<file path="config.mk">
export PLATFORM = sky130hd
export DESIGN_NAME = i2s_clkgen
export DESIGN_NICKNAME = d
export VERILOG_FILES = /design/src/rtl/audio_pkg.sv /design/src/rtl/clk_div_toggle.sv /design/src/rtl/i2s_clkgen.sv
export SDC_FILE = /design/constraint.sdc
export NUM_CORES = 1
export LEC_CHECK = 0
export CAP_MARGIN = 10
export CORE_UTILIZATION = 56
export DETAILED_ROUTE_END_ITERATION = 16
export PLACE_DENSITY = 0.79
export SYNTH_ARGS = -nofsm -noshare
export SYNTH_HDL_FRONTEND = slang
export SYNTH_SLANG_ARGS = --single-unit
</file>
<file path="constraint.sdc">
create_clock -name clk -period 2.7 [get_ports clk]
set_input_delay 0.27 -clock clk [delete_from_list [all_inputs] [get_ports clk]]
set_output_delay 0.27 -clock clk [all_outputs]
set_load 0.05 [all_outputs]
</file>
<file path="src/rtl/audio_pkg.sv">
`default_nettype none
// audio_pkg: shared types and the sample-rate table for the I2S clock path.
package audio_pkg;

  typedef enum logic [0:0] {
    IDLE = 1'b0,
    RUN  = 1'b1
  } state_e;

  typedef logic [1:0] rate_sel_t;

  localparam int TBL_W = 8;

  // clk cycles per BCLK half-period, indexed by rate_sel
  localparam logic [TBL_W-1:0] RATE_HALF [4] = '{8'd16, 8'd32, 8'd48, 8'd64};

endpackage : audio_pkg
`default_nettype wire

</file>
<file path="src/rtl/clk_div_toggle.sv">
`default_nettype none
// clk_div_toggle: free-running divider; output toggles every DIV/2 input cycles.
module clk_div_toggle #(
  parameter int DIV = 4
) (
  input  logic clk,
  input  logic reset_n,
  output logic clk_out
);

  localparam int HALF = DIV / 2;
  localparam int CW   = (HALF > 1) ? $clog2(HALF) : 1;
  localparam logic [CW-1:0] LAST = CW'(HALF - 1);

  if (DIV < 2 || (DIV % 2) != 0) begin : g_div_chk
    $error("clk_div_toggle: DIV must be even and at least 2");
  end

  logic [CW-1:0] cnt_q, cnt_d;
  logic          out_q, out_d;

  always_comb begin
    cnt_d = cnt_q + CW'(1);
    out_d = out_q;
    if (cnt_q == LAST) begin
      cnt_d = '0;
      out_d = ~out_q;
    end
  end

  always_ff @(posedge clk or negedge reset_n) begin
    if (!reset_n) begin
      cnt_q <= '0;
      out_q <= 1'b0;
    end else begin
      cnt_q <= cnt_d;
      out_q <= out_d;
    end
  end

  assign clk_out = out_q;

endmodule : clk_div_toggle
`default_nettype wire

</file>
<file path="src/rtl/i2s_clkgen.sv">
`default_nettype none
// i2s_clkgen: I2S master clock generator (MCLK, BCLK, LRCLK, frame strobe).
// Start/stop and rate changes take effect only on frame boundaries.
module i2s_clkgen
  import audio_pkg::*;
#(
  parameter int MCLK_DIV    = 4,
  parameter int BITS_PER_CH = 16,
  parameter int HALF_W      = 8
) (
  input  logic      clk,
  input  logic      reset_n,
  input  logic      en,
  input  rate_sel_t rate_sel,
  output logic      audio_mclk,
  output logic      audio_clk,
  output logic      audio_lr,
  output logic      frame_start,
  output logic      running
);

  localparam int BCNT_W = $clog2(2 * BITS_PER_CH);
  localparam logic [BCNT_W-1:0] BCNT_LAST = BCNT_W'(2 * BITS_PER_CH - 1);
  localparam logic [BCNT_W-1:0] BCNT_MID  = BCNT_W'(BITS_PER_CH);

  for (genvar i = 0; i < 4; i++) begin : g_rate_chk
    if (int'(RATE_HALF[i]) >= (1 << HALF_W)) begin : g_rate_too_wide
      $error("i2s_clkgen: rate table entry does not fit in HALF_W bits");
    end
  end

  clk_div_toggle #(
    .DIV(MCLK_DIV)
  ) u_mclk_div (
    .clk    (clk),
    .reset_n(reset_n),
    .clk_out(audio_mclk)
  );

  state_e              state_q, state_d;
  logic [HALF_W-1:0]   half_q, half_d;
  logic [HALF_W-1:0]   hcnt_q, hcnt_d;
  logic [BCNT_W-1:0]   bcnt_q, bcnt_d;
  logic                aclk_q, aclk_d;
  logic                lr_q, lr_d;
  logic                fs_q, fs_d;
  logic                run_q, run_d;

  logic [HALF_W-1:0]   half_sel;
  logic                hcnt_tc;
  logic                bclk_fall;
  logic [BCNT_W-1:0]   bcnt_inc;
  logic                frame_end;

  assign half_sel  = HALF_W'(RATE_HALF[rate_sel]);
  assign hcnt_tc   = (hcnt_q == half_q - HALF_W'(1));
  assign bclk_fall = (state_q == RUN) && hcnt_tc && aclk_q;
  assign bcnt_inc  = (bcnt_q == BCNT_LAST) ? '0 : bcnt_q + BCNT_W'(1);
  assign frame_end = bclk_fall && (bcnt_inc == '0);

  always_ff @(posedge clk or negedge reset_n) begin
    if (!reset_n) begin
      state_q <= IDLE;
    end else begin
      state_q <= state_d;
    end
  end

  always_comb begin
    state_d = state_q;
    unique case (state_q)
      IDLE:    if (en) state_d = RUN;
      RUN:     if (frame_end && !en) state_d = IDLE;
      default: state_d = IDLE;
    endcase
  end

  always_comb begin
    half_d = half_q;
    hcnt_d = hcnt_q;
    bcnt_d = bcnt_q;
    aclk_d = aclk_q;
    lr_d   = lr_q;
    run_d  = run_q;
    fs_d   = 1'b0;
    unique case (state_q)
      IDLE: begin
        aclk_d = 1'b0;
        lr_d   = 1'b0;
        run_d  = 1'b0;
        hcnt_d = '0;
        bcnt_d = '0;
        if (en) begin
          run_d  = 1'b1;
          fs_d   = 1'b1;
          half_d = half_sel;
        end
      end
      RUN: begin
        if (hcnt_tc) begin
          hcnt_d = '0;
          aclk_d = ~aclk_q;
          // Word clock and frame bookkeeping only move on BCLK falling edges
          if (aclk_q) begin
            bcnt_d = bcnt_inc;
            if (bcnt_inc == BCNT_MID) lr_d = 1'b1;
            if (bcnt_inc == '0) begin
              lr_d = 1'b0;
              if (en) begin
                fs_d   = 1'b1;
                half_d = half_sel;
              end else begin
                run_d = 1'b0;
              end
            end
          end
        end else begin
          hcnt_d = hcnt_q + HALF_W'(1);
        end
      end
      default: ;
    endcase
  end

  always_ff @(posedge clk or negedge reset_n) begin
    if (!reset_n) begin
      half_q <= '0;
      hcnt_q <= '0;
      bcnt_q <= '0;
      aclk_q <= 1'b0;
      lr_q   <= 1'b0;
      fs_q   <= 1'b0;
      run_q  <= 1'b0;
    end else begin
      half_q <= half_d;
      hcnt_q <= hcnt_d;
      bcnt_q <= bcnt_d;
      aclk_q <= aclk_d;
      lr_q   <= lr_d;
      fs_q   <= fs_d;
      run_q  <= run_d;
    end
  end

  assign audio_clk   = aclk_q;
  assign audio_lr    = lr_q;
  assign frame_start = fs_q;
  assign running     = run_q;

endmodule : i2s_clkgen
`default_nettype wire

</file>
After elaboration in Yosys (flattened, before gate mapping)
Index checks and enable logic that the tools add are counted.

Register bits: 28. Input bits: 5. Output and inout bits: 5. Word-level logic and storage cells: 71.

Add/subtract/negate cells: 4. Order comparisons: 1. Eq/ne operators: 8. Muxes and demuxes: 34. Bitwise logic cells: 4. Reduce and logical (&&, ||, !) cells: 10.

Operators by type and width (count): 8-bit two-way mux (7); 8-bit one-hot mux with 2 select lines (2); 8-bit binary-select mux with 2-bit select (1); 1-bit two-way mux (15); 5-bit two-way mux (3); 5-bit equality test (second input constant) (2); 1-bit one-hot mux with 2 select lines (5); 5-bit one-hot mux with 2 select lines (1); 8-bit by 1-bit adder with 8-bit output (second input constant) (1); 8-bit equality test (1); 8-bit by 1-bit subtractor with 8-bit output (second input constant) (1); 2-bit by 1-bit inequality test with 1-bit output (second input constant) (3); 3-bit AND reduction (2); 5-bit by 1-bit adder with 5-bit output (second input constant) (1); 5-bit zero test (1); 1-bit logical AND (4); 4-bit AND reduction (1); 3-bit >= comparator (second input constant) (1); 3-bit by 1-bit inequality test with 1-bit output (second input constant) (1); 1-bit NOT (3); 2-bit NOT with 3-bit output (1); 2-bit inequality test (second input constant) (1); 2-bit AND reduction (1); 1-bit adder (second input constant) (1); 1-bit zero test (1).

Logic depth before layout (Yosys ltp)
Gate-level depths: netlist of the first run.

Word-level depth: 9. Mapped depth: 8. Gate-level depth less buffers: 7.

Cells and area by module
From an unflattened synthesis of the first run, not the netlist that was laid out.

Cells, all modules: 110. Area total of the unflattened synthesis: 1177.4 um^2.

By module, submodules not included: i2s_clkgen (instances 1, cells each 106, area each 1114.8 um^2, sequential area each 525.5 um^2); clk_div_toggle (instances 1, cells each 4, area each 62.6 um^2, sequential area each 50.0 um^2).

Least setup slack after synthesis of the first run
OpenSTA, ideal clock, no wires.

Path type: register -> register. From: register bcnt_q[0]. To: register half_q[4]. Setup time: 0.131 ns. Data arrival time: 2.117 ns. Data required time: 2.569 ns. Path slack: 0.452 ns. Stages on the path, launching flop included: 8. Path buffers: 1. Clock period less this slack: 2.248 ns. Cells stage by stage: dfrtp_1 -> ha_1 -> and3_1 -> ha_1 -> or3b_1 -> clkbuf_1 -> a31o_1 -> or3_1.

Longest elaborated chain between the ends: 5. Elaborated cells on any way between the ends: 6. Classes of those cells: add/sub: 1; eq/ne: 2; mux: 1; reduce/logical: 2.

Ends and longest elaborated chain: start: declaration (line i2s_clkgen.sv:43) `logic [BCNT_W-1:0] bcnt_q, bcnt_d;`; start signal: assignment (line i2s_clkgen.sv:137) `bcnt_q <= bcnt_d;`; 5-bit by 1-bit adder with 5-bit output or 5-bit equality test (tied branches) (line i2s_clkgen.sv:58) `assign bcnt_inc = (bcnt_q == BCNT_LAST) ? '0 : bcnt_q + BCNT_W'(1);`; 5-bit two-way mux * (line i2s_clkgen.sv:58); 5-bit zero test * (line i2s_clkgen.sv:107) `if (bcnt_inc == '0) begin`; 2-bit by 1-bit inequality test with 1-bit output (no line) *; 3-bit AND reduction (no line) *; end signal: assignment (line i2s_clkgen.sv:135) `half_q <= half_d;`; end: declaration (line i2s_clkgen.sv:41) `logic [HALF_W-1:0] half_q, half_d;`.

Mark *: on every way between the ends. The rest lies on a longest branch, timed or not. A chain may end at the register's enable or synchronous reset.

Worst setup path in the final report of the first run
Same ends and word-level chain as after synthesis.

==> results of run 1 <==
-- through the flow --
stage	util (%)	cells	setup slack [ns]	power (W)
6_report	68.94	163	0.3195	0.0005317
5_1_grt	68.94	163	0.2007	0.0005558
4_1_cts	68.94	163	0.3404	0.0005387
3_5_place_dp	67.57	159	0.3594	0.0003746
3_3_place_gp	67.57	159	0.4399	0.0003728
2_1_floorplan	-	126	0.4518	0.0003570
-- kinds of logic after synthesis --
| group | count (synthesis) | share of synthesized area (%) |
|---|---|---|
| xor gates and xnor gates | 11 | 7.700 |
| muxes | 3 | 2.400 |
| AOI/OAI and AO/OA | 20 | 10.80 |
| buffers and inverters | 10 | 3.099 |
| adders and majority gates | 7 | 7.000 |
| and+or+nand+nor | 52 | 23.00 |
| DFF | 23 | 46.00 |
-- power by group through the flow --
stage          combinational [W]  sequential (W)  clock (W)
2_1_floorplan         0.00000588        0.000351          0
3_3_place_gp           0.0000219        0.000351          0
3_5_place_dp           0.0000236        0.000351          0
4_1_cts                0.0000237        0.000344   0.000171
5_1_grt                0.0000262        0.000345   0.000185
6_report               0.0000235        0.000344   0.000164
-- path summary, 6_finish.rpt --
kind	startpoint	cells after the start	slack, ns	end
max	bcnt_q[0]	6	0.32	half_q[4]
min	reset_n	2	0.29	bcnt_q[0]
max reg2reg	bcnt_q[0]	6	0.32	half_q[4]
min reg2reg	u_mclk_div.cnt_q	1	0.44	u_mclk_div.cnt_q
max in group asynchronous	reset_n	2	2.18	hcnt_q[0]
min in group clk	u_mclk_div.cnt_q	1	0.44	u_mclk_div.cnt_q
-- cell usage after synthesis, drive strengths merged, types with 4 or more instances --
library cell,number,area [um2]
xnor2,6,52.55
nor2b,4,25.02
o21ai,8,40.04
dfrtp,23,575.6
ha,7,87.58
nor2,9,33.78
or3,4,25.02
xor2,5,43.79
nand2,11,41.29
and3,4,25.02
nand3,6,30.03
inv,6,22.52
and2,4,25.02
-- final cells by class --
cell class	instances	area (um2)	share of cell area [%]
Clock buffer	3	22.52	1.616
Sequential cell	23	575.6	41.29
Timing Repair Buffer	10	97.59	7.002
Inverter	6	22.52	1.616
Clock inverter	1	5.005	0.3591
Multi-Input combinational cell	93	636.9	45.69
Tap cell	27	33.78	2.424
-- registers in the layout, indices dropped and copies added (netlist names) --
name	flops
state_q	1
half_q	3
hcnt_q	8
running	1
u_mclk_div.clk_out	1
audio_lr	1
u_mclk_div.cnt_q	1
bcnt_q	5
frame_start	1
audio_clk	1
-- per-layer routing --
metal	vias up	share of wire, %	wire (um)
met4	0	2.4	56
met2	24	49	1127
met1	479	45	1035
met3	6	3.9	89
li1	453	-	-
met5	-	0	0
-- critical path: stages, from the launching register on --
cell,delay [ns]
dfrtp_1,0.46
ha_1,0.27
and3_1,0.20
ha_1,0.30
or3b_1,0.50
a31o_1,0.26
or3_1,0.30
==> impl_results.md, run 1 <==
* Outcome: finished, final reports clean
* Critical-path maximum fanout at 7
* Htree depth at 1
* Final ANT Viol Nets at 0
* DIE AREA at 0.002428 mm2
* IO buf count at 9
* Fill cell count at 158
* Worst-path clk slew at between 0.1 and 0.15 ns
* Vias in the first global route at 917
* TritonCTS buffer count at 3
* Crit. End Element: flop
* Final Max Slew Viols at 0
* Power density cells at 381.5 mW/mm2
* Post-Synthesis Cells at around 130
* Die Y-Extent at 49.27 um
* Total gr overflow at 0
* Final Hold Fails at 0
* Io pins at 10
* Setup Fix Bufs, Post-CTS at 0
* DP Area at 0.001366 mm2
* GRT Util Overall at 22.27%
* Yosys Warn Count at 0
* # resized after CTS at 0
* Ys async rst share at 100.0%
* TNS Setup at 0 ns
* Combinational share of power at 4.4%
* Post-DP HPWL at between 1500 and 2000 um
* Fin crit share at between 80 and 90%
* Via count at 962
* Layout cells sized above 1 at 5.882%
* CTS Hold Bufs at 0
* Clock Latency Late Sink at between 0.3 and 0.4 ns
* Slew @ Worst Pin at between 0.6 and 0.7 ns
* Synth-to-Final Area Change at 11.40%
* Most frequent cells in the layout: dfrtp_1, nand2_1, nor2_1, clkdlybuf4s50_1, o21ai_0
* Avg Cell Area, Syn at 9.930 um2
* Hold Slack at around 0.29 ns
* Largest net degree at the start of global routing at 24
* Skew final at 0.001816 ns
* Critical path class: flop to flop
* Yosys reg bits at 23
* Routed WL at 2308 um
* Net count, final at 149
* Switching share of power at a little under a quarter
* CP Data Arrival Time at 2.59 ns
* Met1 GRT Util at a little over a quarter
* Post-synth top flop: dfrtp_1
* Number of synthesized flops with an enable pin at 0
* Startpoint Class: flop
* Sw Pwr at approximately 0.00012 W
* Syn nets at roughly 140
* Initial core utilization at 61.88%
* Slew headroom at between 50 and 60%
* Internal at 0.0004093 W
* Antenna Cells at 0
* Die X at 49.27 um
* HP Class: primary input to asynchronous set/reset pin
* Clock network power share at 30.8%
* Cell Area, Synth at 0.001251 mm2
* Vias per inst at just under 6
* Peak VDD IR at 0.0003523 V
* 1st-pass router iterations at 4
* Remaining DRCs at 0
* Synth cell types at 33
* FP Rows at 16
* CTS root buffer: clkbuf_4
* Clk buf depth at 2
* Fmax at 0.4201 GHz
* Initial antenna violation count at 0
* Met2 Use GR at a little under two fifths
* Initial drt markers at 21
* Avg WL per Cell at approximately 14 um
* Max-cap viol count at 0
* TritonCTS clock tree: done
* Setup-failing EPs final at 0
* Gpl congestion at 0.7970
* Sequential share of power at between 60% and 70%
* Gr busiest metal: met2
* Grt met3 use at 4.673%
* Commonest non-fill, non-tap cell in the layout: dfrtp_1
* Fin crit period at 2.380 ns
* Leakage at about 0.65 nW
* Unrepaired setup endpoints after global routing: no
* CP required at 2.91 ns
* First-pass GRT wire length at 4008 um
* Core area at ~0.0020 mm2
* Final instance area at 0.001394 mm2
* Clock sink count at 23
* Register area share after synthesis at 46.00%
No activity file was read; power rests on OpenSTA's default activity.
==> inputs of run 2 (changes only) <==
--- a/config.mk
+++ b/config.mk
@@ -5,6 +5,7 @@
 export SDC_FILE = /design/constraint.sdc
 export NUM_CORES = 1
 export LEC_CHECK = 0
+export ABC_CLOCK_PERIOD_IN_PS = 2700
 export CAP_MARGIN = 10
 export CORE_UTILIZATION = 56
 export DETAILED_ROUTE_END_ITERATION = 16
==> results of run 2 <==
Same layout as run 1: the final DEF is identical, and so are final timing and power.
